**src/rtl/jk_bank_pkg.sv**
```systemverilog
// Shared constants for the JK bank arbiter: opcodes, FSM states and default width.
package jk_bank_pkg;

    localparam int JK_BANK_WIDTH = 8;

    localparam logic [1:0] OP_HOLD   = 2'b00;
    localparam logic [1:0] OP_SET    = 2'b01;
    localparam logic [1:0] OP_CLEAR  = 2'b10;
    localparam logic [1:0] OP_TOGGLE = 2'b11;

    typedef enum logic [1:0] {
        ST_IDLE  = 2'd0,
        ST_APPLY = 2'd1,
        ST_DONE  = 2'd2
    } state_t;

endpackage

```
**src/rtl/jkff_bank.sv**
```systemverilog
// Bank of N independent JK flip-flops; cells update only while en is high.
module jkff_bank #(
    parameter int N = 8
) (
    input  logic         clk,
    input  logic         reset,
    input  logic         en,
    input  logic [N-1:0] j,
    input  logic [N-1:0] k,
    output logic [N-1:0] q
);

    generate
        for (genvar gi = 0; gi < N; gi++) begin : g_cell
            logic r_q;

            always_ff @(posedge clk) begin
                if (!reset) begin
                    r_q <= 1'b0;
                end else if (en) begin
                    r_q <= (j[gi] & ~r_q) | (~k[gi] & r_q);
                end
            end

            assign q[gi] = r_q;
        end
    endgenerate

endmodule

```
**src/rtl/jk_bank_arbiter.sv**
```systemverilog
// Two-requester arbiter driving a shared JK bank, one command per IDLE/APPLY/DONE pass.
// Define JK_BANK_FIXED_PRIO_EN for fixed priority (req0 first) instead of round-robin.
module jk_bank_arbiter
    import jk_bank_pkg::*;
#(
    parameter int N = JK_BANK_WIDTH
) (
    input  logic         clk,
    input  logic         reset,
    input  logic         req0_valid,
    input  logic [1:0]   req0_op,
    input  logic [N-1:0] req0_mask,
    output logic         req0_ready,
    input  logic         req1_valid,
    input  logic [1:0]   req1_op,
    input  logic [N-1:0] req1_mask,
    output logic         req1_ready,
    output logic [N-1:0] q,
    output logic         busy,
    output logic         grant_id,
    output logic         done
);

    state_t       r_state;
    logic [1:0]   r_op;
    logic [N-1:0] r_mask;
    logic         r_grant_id;
    logic         r_busy;
    logic         r_done;

    logic         w_win0;
    logic         w_win1;
    logic         w_take;
    logic         w_xfer;
    logic         w_en;
    logic [N-1:0] w_j;
    logic [N-1:0] w_k;

`ifdef JK_BANK_FIXED_PRIO_EN
    assign w_win0 = req0_valid;
    assign w_win1 = req1_valid && !req0_valid;
`else
    logic r_last_grant;

    // Under contention the requester that did not win last time goes first.
    assign w_win0 = req0_valid && (!req1_valid || r_last_grant);
    assign w_win1 = req1_valid && (!req0_valid || !r_last_grant);

    always_ff @(posedge clk) begin
        if (!reset) begin
            r_last_grant <= 1'b1;
        end else if (w_xfer) begin
            r_last_grant <= w_win1;
        end
    end
`endif

    assign w_take     = reset && (r_state == ST_IDLE);
    assign req0_ready = w_take && w_win0;
    assign req1_ready = w_take && w_win1;
    assign w_xfer     = req0_ready || req1_ready;

    always_ff @(posedge clk) begin
        if (!reset) begin
            r_state    <= ST_IDLE;
            r_op       <= OP_HOLD;
            r_mask     <= '0;
            r_grant_id <= 1'b0;
            r_busy     <= 1'b0;
            r_done     <= 1'b0;
        end else begin
            case (r_state)
                ST_IDLE: begin
                    if (w_xfer) begin
                        r_state    <= ST_APPLY;
                        r_op       <= w_win0 ? req0_op : req1_op;
                        r_mask     <= w_win0 ? req0_mask : req1_mask;
                        r_grant_id <= w_win1;
                        r_busy     <= 1'b1;
                    end
                end
                ST_APPLY: begin
                    r_state <= ST_DONE;
                    r_done  <= 1'b1;
                end
                ST_DONE: begin
                    r_state <= ST_IDLE;
                    r_done  <= 1'b0;
                    r_busy  <= 1'b0;
                end
                default: begin
                    r_state <= ST_IDLE;
                    r_done  <= 1'b0;
                    r_busy  <= 1'b0;
                end
            endcase
        end
    end

    assign w_en = (r_state == ST_APPLY);

    always_comb begin
        w_j = '0;
        w_k = '0;
        if (w_en) begin
            case (r_op)
                OP_SET:    w_j = r_mask;
                OP_CLEAR:  w_k = r_mask;
                OP_TOGGLE: begin
                    w_j = r_mask;
                    w_k = r_mask;
                end
                default: ;
            endcase
        end
    end

    jkff_bank #(
        .N(N)
    ) u_bank (
        .clk  (clk),
        .reset(reset),
        .en   (w_en),
        .j    (w_j),
        .k    (w_k),
        .q    (q)
    );

    assign busy     = r_busy;
    assign grant_id = r_grant_id;
    assign done     = r_done;

endmodule

```
**config.mk**
```make
export PLATFORM = sky130hd
export DESIGN_NAME = jk_bank_arbiter
export DESIGN_NICKNAME = d
export VERILOG_FILES = /design/src/rtl/jk_bank_pkg.sv /design/src/rtl/jkff_bank.sv /design/src/rtl/jk_bank_arbiter.sv
export SDC_FILE = /design/constraint.sdc
export NUM_CORES = 1
export LEC_CHECK = 0
export CORE_MARGIN = 5
export CORE_UTILIZATION = 42
export DETAILED_ROUTE_END_ITERATION = 8
export PLACE_DENSITY = 0.78
export SYNTH_ARGS = -nofsm -noshare
export SYNTH_HDL_FRONTEND = slang
export SYNTH_HIERARCHICAL = 1
export SYNTH_SLANG_ARGS = --single-unit
```
**constraint.sdc**
```tcl
create_clock -name clk -period 1.55 [get_ports clk]
set_input_delay 0.31 -clock clk [delete_from_list [all_inputs] [get_ports clk]]
set_output_delay 0.31 -clock clk [all_outputs]
set_load 0.05 [all_outputs]
```
==> run_results.csv, run 1 <==
group,metric,value,unit
detailed_routing,firstDrtPassIters,4,
synth,synth-seq-area-share,0.3735,
synth,mappedNetlistNets,158,
cells_and_area,multiInputGateArea,730.7,um2
synth,synth_top_cells_by_count,"24 x dfxtp_1, 17 x and3_1",
cts,clkTransAtPathRegs,130,ps
cells_and_area,n_antenna_cell,0,
synth,yosysTopAreaCellShare,0.3735,
power_and_ir_drop,powerDensity,806.6,nW/um2
cts,root_buffer,"clkbuf_4",
detailed_routing,routed_via_density,5.571,
synth,synth.distinct_cells,28,
synth,synth_edf_count,0,
min_path,hp-class,"primary input to flip-flop",
synth,yosysTopAreaCell,"dfxtp_1",
power_and_ir_drop,netSwitchingFraction,0.2661,
sta,post-route-period-util,0.9680,
global_routing,grt_pass1_wl,5043,um
sta,setup_slack,49.60,ps
die,initial_utilization,0.4283,
job,drv_cap,0,
critical_path,critical_path_class,"flip-flop to output port",
critical_path,startpoint,"r_state[1]$_SDFFE_PN0P_",
synth,yosysMostFrequentCell,"dfxtp_1",
placement,place_hpwl,2305,um
critical_path,arrival,1190,ps
power_and_ir_drop,clkPwrFrac,0.293,
placement,post_dp_cell_area,1779,um2
die,design.core.area,3003,um2
synth,synth_warnings,6,
cts,cts_sinks,24,
placement,gp_congestion,0.8220,
run_status,status,"finished clean",
global_routing,antenna_found_initial,0,
cts,cts_buffer_depth,2,
cells_and_area,nFillCells,246,
detailed_routing,wl_per_cell,14.83,um
cells_and_area,area_growth,47.67,%
cts,cts-buffers-inserted,3,
power_and_ir_drop,comb_power_share,0.244,
synth,syn_inst,134,
power_and_ir_drop,peakVddDrop,0.4780,mV
global_routing,gr-usage-all-layers,0.1482,
sta,skew,8.518,ps
cells_and_area,layout.nets,195,
power_and_ir_drop,internal_power,0.001124,W
cells_and_area,drive_above_1_share,0.3118,
die,ios,37,
detailed_routing,route.detailed.drc,0,
synth,ys_async_sr_fraction,0,
min_path,min-delay-start,"reset",
placement,post-place-ws,-157.3,ps
sta,worst_slew_pin_slew,253.6,ps
critical_path,start_kind,"flip-flop",
cells_and_area,area.sequential,486.7,um2
sta,setup_viol,0,
sta,fmax,666.5,MHz
detailed_routing,final_antenna_net_count,0,
power_and_ir_drop,power_switching,0.0004076,W
cts,htreeDepth,1,
sta,hold_viol_final,0,
synth,ys_top_cells_by_area,"dfxtp_1 37%, o2111a_1 8.8%, and3_1 8.3%",
synth,synth_area_per_cell,9.599,um2
die,die_w,65.34,um
die,die_area,4269,um2
cells_and_area,final_cell_area,1899,um2
global_routing,gr-total-overflow,0,
sta,slew_headroom,0.8307,
synth,synthesis.area,1286,um2
global_routing,grt_pass1_vias,1085,
cts,clock_latency,320,ps
synth,synth_seq_cells,24,
critical_path,rr_startpoint,"r_state[0]$_SDFFE_PN0P_",
placement,io_buffers,36,
cts,cts_tree,"done",
die,rows,20,
sta,maxSlewViolCount,0,
critical_path,cp_max_fo,5,
detailed_routing,wl,3011,um
global_routing,grt_max_degree,34,
synth,synth_flop_cell,"dfxtp_1",
die,die_h,65.34,um
power_and_ir_drop,seqPwrFrac,0.463,
critical_path,crit_path_end_kind,"output port",
cts,ctsHoldBuffers,0,
detailed_routing,vias,1131,
critical_path,crit_required,1240,ps
sta,min_period,1500,ps
power_and_ir_drop,p_leak,0.8049,nW
sta,fin_hold_ws,348.3,ps
detailed_routing,drt_iter0_markers,57,
[what timing repair did]
action                     CTS  global route
gates resized for setup      8             7
setup endpoints to repair    2             2
setup buffers                0             3
gates cloned                 0             0
pin swaps                    1             5
[state kept, by name (all words and copies together), names as in the netlist]
signal	count
r_op	2
r_last_grant	1
r_state	2
r_mask	8
grant_id	1
u_bank/g_cell.r_q	8
done	1
busy	1
[cell type report]
class | instances | area share
clock buffer | 3 | 0.01186
clock inverter | 1 | 0.01581
multi-input combinational | 93 | 0.3847
sequential | 24 | 0.2563
tap | 33 | 0.02174
timing repair buffer | 49 | 0.3096
[kinds of logic after synthesis]
kind of cell / synth area share
flip-flops: 0.3735
AND/OR/NAND/NOR: 0.3590
buffers and inverters: 0.09241
AO/OA/AOI/OAI: 0.1751
[layer usage]
metal	vias up	global-route usage	wire length (um)
met2	33	0.2579	1459
met4	0	0.05440	31
met5	-	0	0
li1	580	-	-
met3	4	0.02393	155
met1	514	0.1828	1365
[worst max-delay path: stages, from the launching register on]
cell,delay (ps)
dfxtp_2,380
nor2_4,140
nand2_4,80
nor2_4,130
buf_12,140
[final timing paths]
| check | to | slack, ps | cells past startpoint |
|---|---|---|---|
| worst max-delay path | req0_ready | 50 | 4 |
| worst min-delay path | r_state[0]$_SDFFE_PN0P_ | 350 | 3 |
| worst max register to register | u_bank/g_cell[6].r_q$_SDFFE_PN0P_ | 50 | 6 |
| worst min register to register | done$_SDFFE_PN0P_ | 530 | 1 |
[metrics by stage]
step	power, W	setup TNS [ps]	utilization	std cells
after CTS	0.001523	-2.531	0.6167	200
final	0.001532	0	0.6325	203
after global routing	0.001604	-5.886	0.6325	203
after global placement	0.001055	-1007	0.5925	196
after detailed placement	0.001068	-1505	0.5925	196
after floorplan	0.0009053	-84.82	-	134
[cell usage in the layout, fill, tap and decap left out, drive strengths merged]
cell / synthesis / routed
o21ai: 1 / 1
nor3b: 1 / 1
a21boi: 1 / 1
or2: 1 / 1
dlygate4sd2: 0 / 2
clkbuf: 4 / 3
o21bai: 1 / 1
a21oi: 1 / 1
dfxtp: 24 / 24
nand4b: 10 / 10
a31o: 8 / 8
nand2: 10 / 10
bufinv: 0 / 1
a21bo: 1 / 1
nor2: 8 / 8
and3: 17 / 17
and3b: 1 / 1
and4b: 8 / 8
or3: 10 / 10
nor2b: 1 / 1
o2111a: 10 / 10
dlymetal6s2s: 0 / 1
o21a: 1 / 1
clkdlybuf4s50: 0 / 20
buf: 13 / 26
and2: 1 / 1
nand2b: 1 / 1
[power groups by stage]
stage | Combinational [W] | Clock [W] | Sequential, W
2_1_floorplan | 0.000177 | 0 | 0.000728
3_3_place_gp | 0.000339 | 0 | 0.000716
3_5_place_dp | 0.000348 | 0 | 0.000721
4_1_cts | 0.000355 | 0.000459 | 0.000708
5_1_grt | 0.000403 | 0.000483 | 0.000719
6_report | 0.000374 | 0.000449 | 0.000709
Power figures use the tool's default switching activity.
==> run 2, diff against run 1 <==
--- a/config.mk
+++ b/config.mk
@@ -9,6 +9,7 @@
 export CORE_UTILIZATION = 42
 export DETAILED_ROUTE_END_ITERATION = 8
 export PLACE_DENSITY = 0.78
+export SLEW_MARGIN = 10
 export SYNTH_ARGS = -nofsm -noshare
 export SYNTH_HDL_FRONTEND = slang
 export SYNTH_HIERARCHICAL = 1
==> results of run 2 <==
The final DEF is identical to that of run 1; final timing and power are the same.
==> run 3, diff against run 2 <==
--- a/config.mk
+++ b/config.mk
@@ -6,9 +6,11 @@
 export NUM_CORES = 1
 export LEC_CHECK = 0
 export CORE_MARGIN = 5
-export CORE_UTILIZATION = 42
+export CORE_UTILIZATION = 40
 export DETAILED_ROUTE_END_ITERATION = 8
-export PLACE_DENSITY = 0.78
+export GPL_ROUTABILITY_DRIVEN = 0
+export HOLD_SLACK_MARGIN = 0.03
+export PLACE_DENSITY = 0.75
 export SLEW_MARGIN = 10
 export SYNTH_ARGS = -nofsm -noshare
 export SYNTH_HDL_FRONTEND = slang
==> run 3 against run 2 <==
- first-iteration DRC count is 39% lower
- wire length is 3.4% lower
- register-to-register slack better by 20 ps
- die area is 4.2% higher
- via count is 1.9% lower
- design area is 0.33% lower
- maximum frequency hardly changed
- global-route usage is 0.90 points lower
- utilization is 1.7 points lower
- sequential share of layout area is 0.085 points higher
- clock power is 27% lower
- clock skew is 2.8 ps lower
- largest power group unchanged
==> run_results.csv, run 3 (synthesized netlist as in run 1, its figures left out) <==
group,metric,value,unit
sta,rsz0062_at_grt,"true",
placement,placed_cells,205,
min_path,hp-class,"primary input to flip-flop",
global_routing,grt_max_degree,34,
power_and_ir_drop,p_leak,0.7901,nW
detailed_routing,wl_met1,1393,um
detailed_routing,routed_via_density,5.182,
cts,ctsHoldBuffers,0,
cells_and_area,mostFrequentLayoutCell,"dfxtp_1",
global_routing,antenna_found_initial,0,
critical_path,cp_max_fo,4,
critical_path,crit_path_end_kind,"output port",
cts,cts_buffer_depth,2,
sta,worst_slew_pin_slew,238.9,ps
sta,min_period,1500,ps
global_routing,gr-total-overflow,0,
cells_and_area,layout.nets,195,
cells_and_area,area_growth,47.18,%
sta,post-route-period-util,0.9680,
power_and_ir_drop,clkPwrFrac,0.233,
detailed_routing,final_antenna_net_count,0,
critical_path,start_kind,"flip-flop",
sta,fin_hold_ws,460.6,ps
global_routing,gr-usage-all-layers,0.1393,
critical_path,critical_path_class,"flip-flop to output port",
critical_path,arrival,1190,ps
power_and_ir_drop,peakVddDrop,0.5020,mV
sta,fmax,666.5,MHz
die,die_area,4450,um2
die,die_h,66.71,um
detailed_routing,wl_per_cell,13.59,um
power_and_ir_drop,power_switching,0.0004033,W
placement,io_buffers,36,
power_and_ir_drop,seqPwrFrac,0.503,
cts,cts_sinks,24,
sta,skew,5.714,ps
cells_and_area,top_regs,"r_mask (8), u_bank/g_cell.r_q (8)",
die,design.core.area,3078,um2
cts,clock_latency,310,ps
die,rows,20,
global_routing,grt_pass1_vias,1067,
power_and_ir_drop,internal_power,0.001006,W
cts,clkTransAtPathRegs,130,ps
die,initial_utilization,0.4179,
sta,maxSlewViolCount,0,
cells_and_area,n_antenna_cell,0,
critical_path,startpoint,"r_state[0]$_SDFFE_PN0P_",
detailed_routing,drt_iter0_markers,35,
power_and_ir_drop,powerDensity,744.4,nW/um2
sta,setup_viol,0,
cells_and_area,layout.cells.non_filler,214,
placement,place_hpwl,2148,um
detailed_routing,firstDrtPassIters,4,
global_routing,grt_pass1_wl,4823,um
critical_path,crit_required,1240,ps
sta,slew_headroom,0.8403,
detailed_routing,met2_length,1300,um
sta,hold_viol_final,0,
critical_path,rr_startpoint,"r_state[0]$_SDFFE_PN0P_",
detailed_routing,route.detailed.drc,0,
job,drv_cap,0,
cts,cts_tree,"done",
detailed_routing,dr.max_layer_used,"met4",
min_path,min-delay-start,"reset",
detailed_routing,vias,1109,
power_and_ir_drop,netSwitchingFraction,0.2862,
die,ios,37,
cts,cts-buffers-inserted,3,
die,die_w,66.71,um
detailed_routing,wl,2909,um
detailed_routing,wl_met3,167,um
cells_and_area,drive_above_1_share,0.3059,
cts,root_buffer,"clkbuf_4",
cts,htreeDepth,1,
cells_and_area,final_cell_mix,"21 x dfxtp_1, 20 x clkdlybuf4s50_1, 17 x and3_1",
run_status,status,"finished clean",
power_and_ir_drop,comb_power_share,0.264,
## run 3: cell types whose count changed in the layout (fill, tap and decap cells not counted), sizes merged
cell / change
clkbuf: +1
bufinv: -1
## run 3: worst paths after layout
check	endpoint	depth (start not counted)	slack, ps
worst max-delay path	req1_ready	4	50
worst min-delay path	r_state[0]$_SDFFE_PN0P_	4	460
worst max register to register	u_bank/g_cell[3].r_q$_SDFFE_PN0P_	6	70
worst min register to register	done$_SDFFE_PN0P_	1	510
## run 3: per-layer routing
metal / track usage / vias to the layer above
li1: - / 581
met1: 0.1773 / 487
met2: 0.2215 / 37
met3: 0.03035 / 4
met4: 0.06599 / 0
met5: 0 / -
## run 3: critical path, cell delays in order (launching register included)
cell and delay [ps]:
dfxtp_4 380, nor2_4 150, nand2_4 90, nor2_4 120, buf_12 140
## run 3: power groups by stage
stage	combinational, W	clock, W	sequential (W)
after floorplan	0.000177	0	0.000728
after global placement	0.000334	0	0.000717
after detailed placement	0.000341	0	0.000720
after CTS	0.000352	0.000335	0.000708
after global routing	0.000399	0.000360	0.000715
final	0.000372	0.000329	0.000709
## run 3: repair_timing
action | in CTS | in global routing
setup endpoints to repair | 2 | 2
pin swaps | 1 | 2
resized for setup | 9 | 6
buffers inserted | 2 | 3
## run 3: through the flow
| stage | instance area, um2 | utilization | TNS, ps | power [W] | setup slack, ps |
|---|---|---|---|---|---|
| after floorplan | 1291 | - | -84.82 | 0.0009053 | -42.41 |
| after global placement | 1778 | 0.5776 | -1076 | 0.001050 | -121.9 |
| after detailed placement | 1778 | 0.5776 | -1355 | 0.001061 | -149.5 |
| after CTS | 1849 | 0.6008 | 0 | 0.001396 | 1.652 |
| after global routing | 1893 | 0.6150 | -24.97 | 0.001475 | -19.49 |
| final | 1893 | 0.6150 | 0 | 0.001409 | 49.63 |
## run 3: area by class of cell
class	count	area (um2)
well taps	44	55.05
fillers	238	1185
clock buffers	4	36.28
repair buffers	49	591.8
flip-flops and latches	24	486.7
multi-input cells	93	723.2
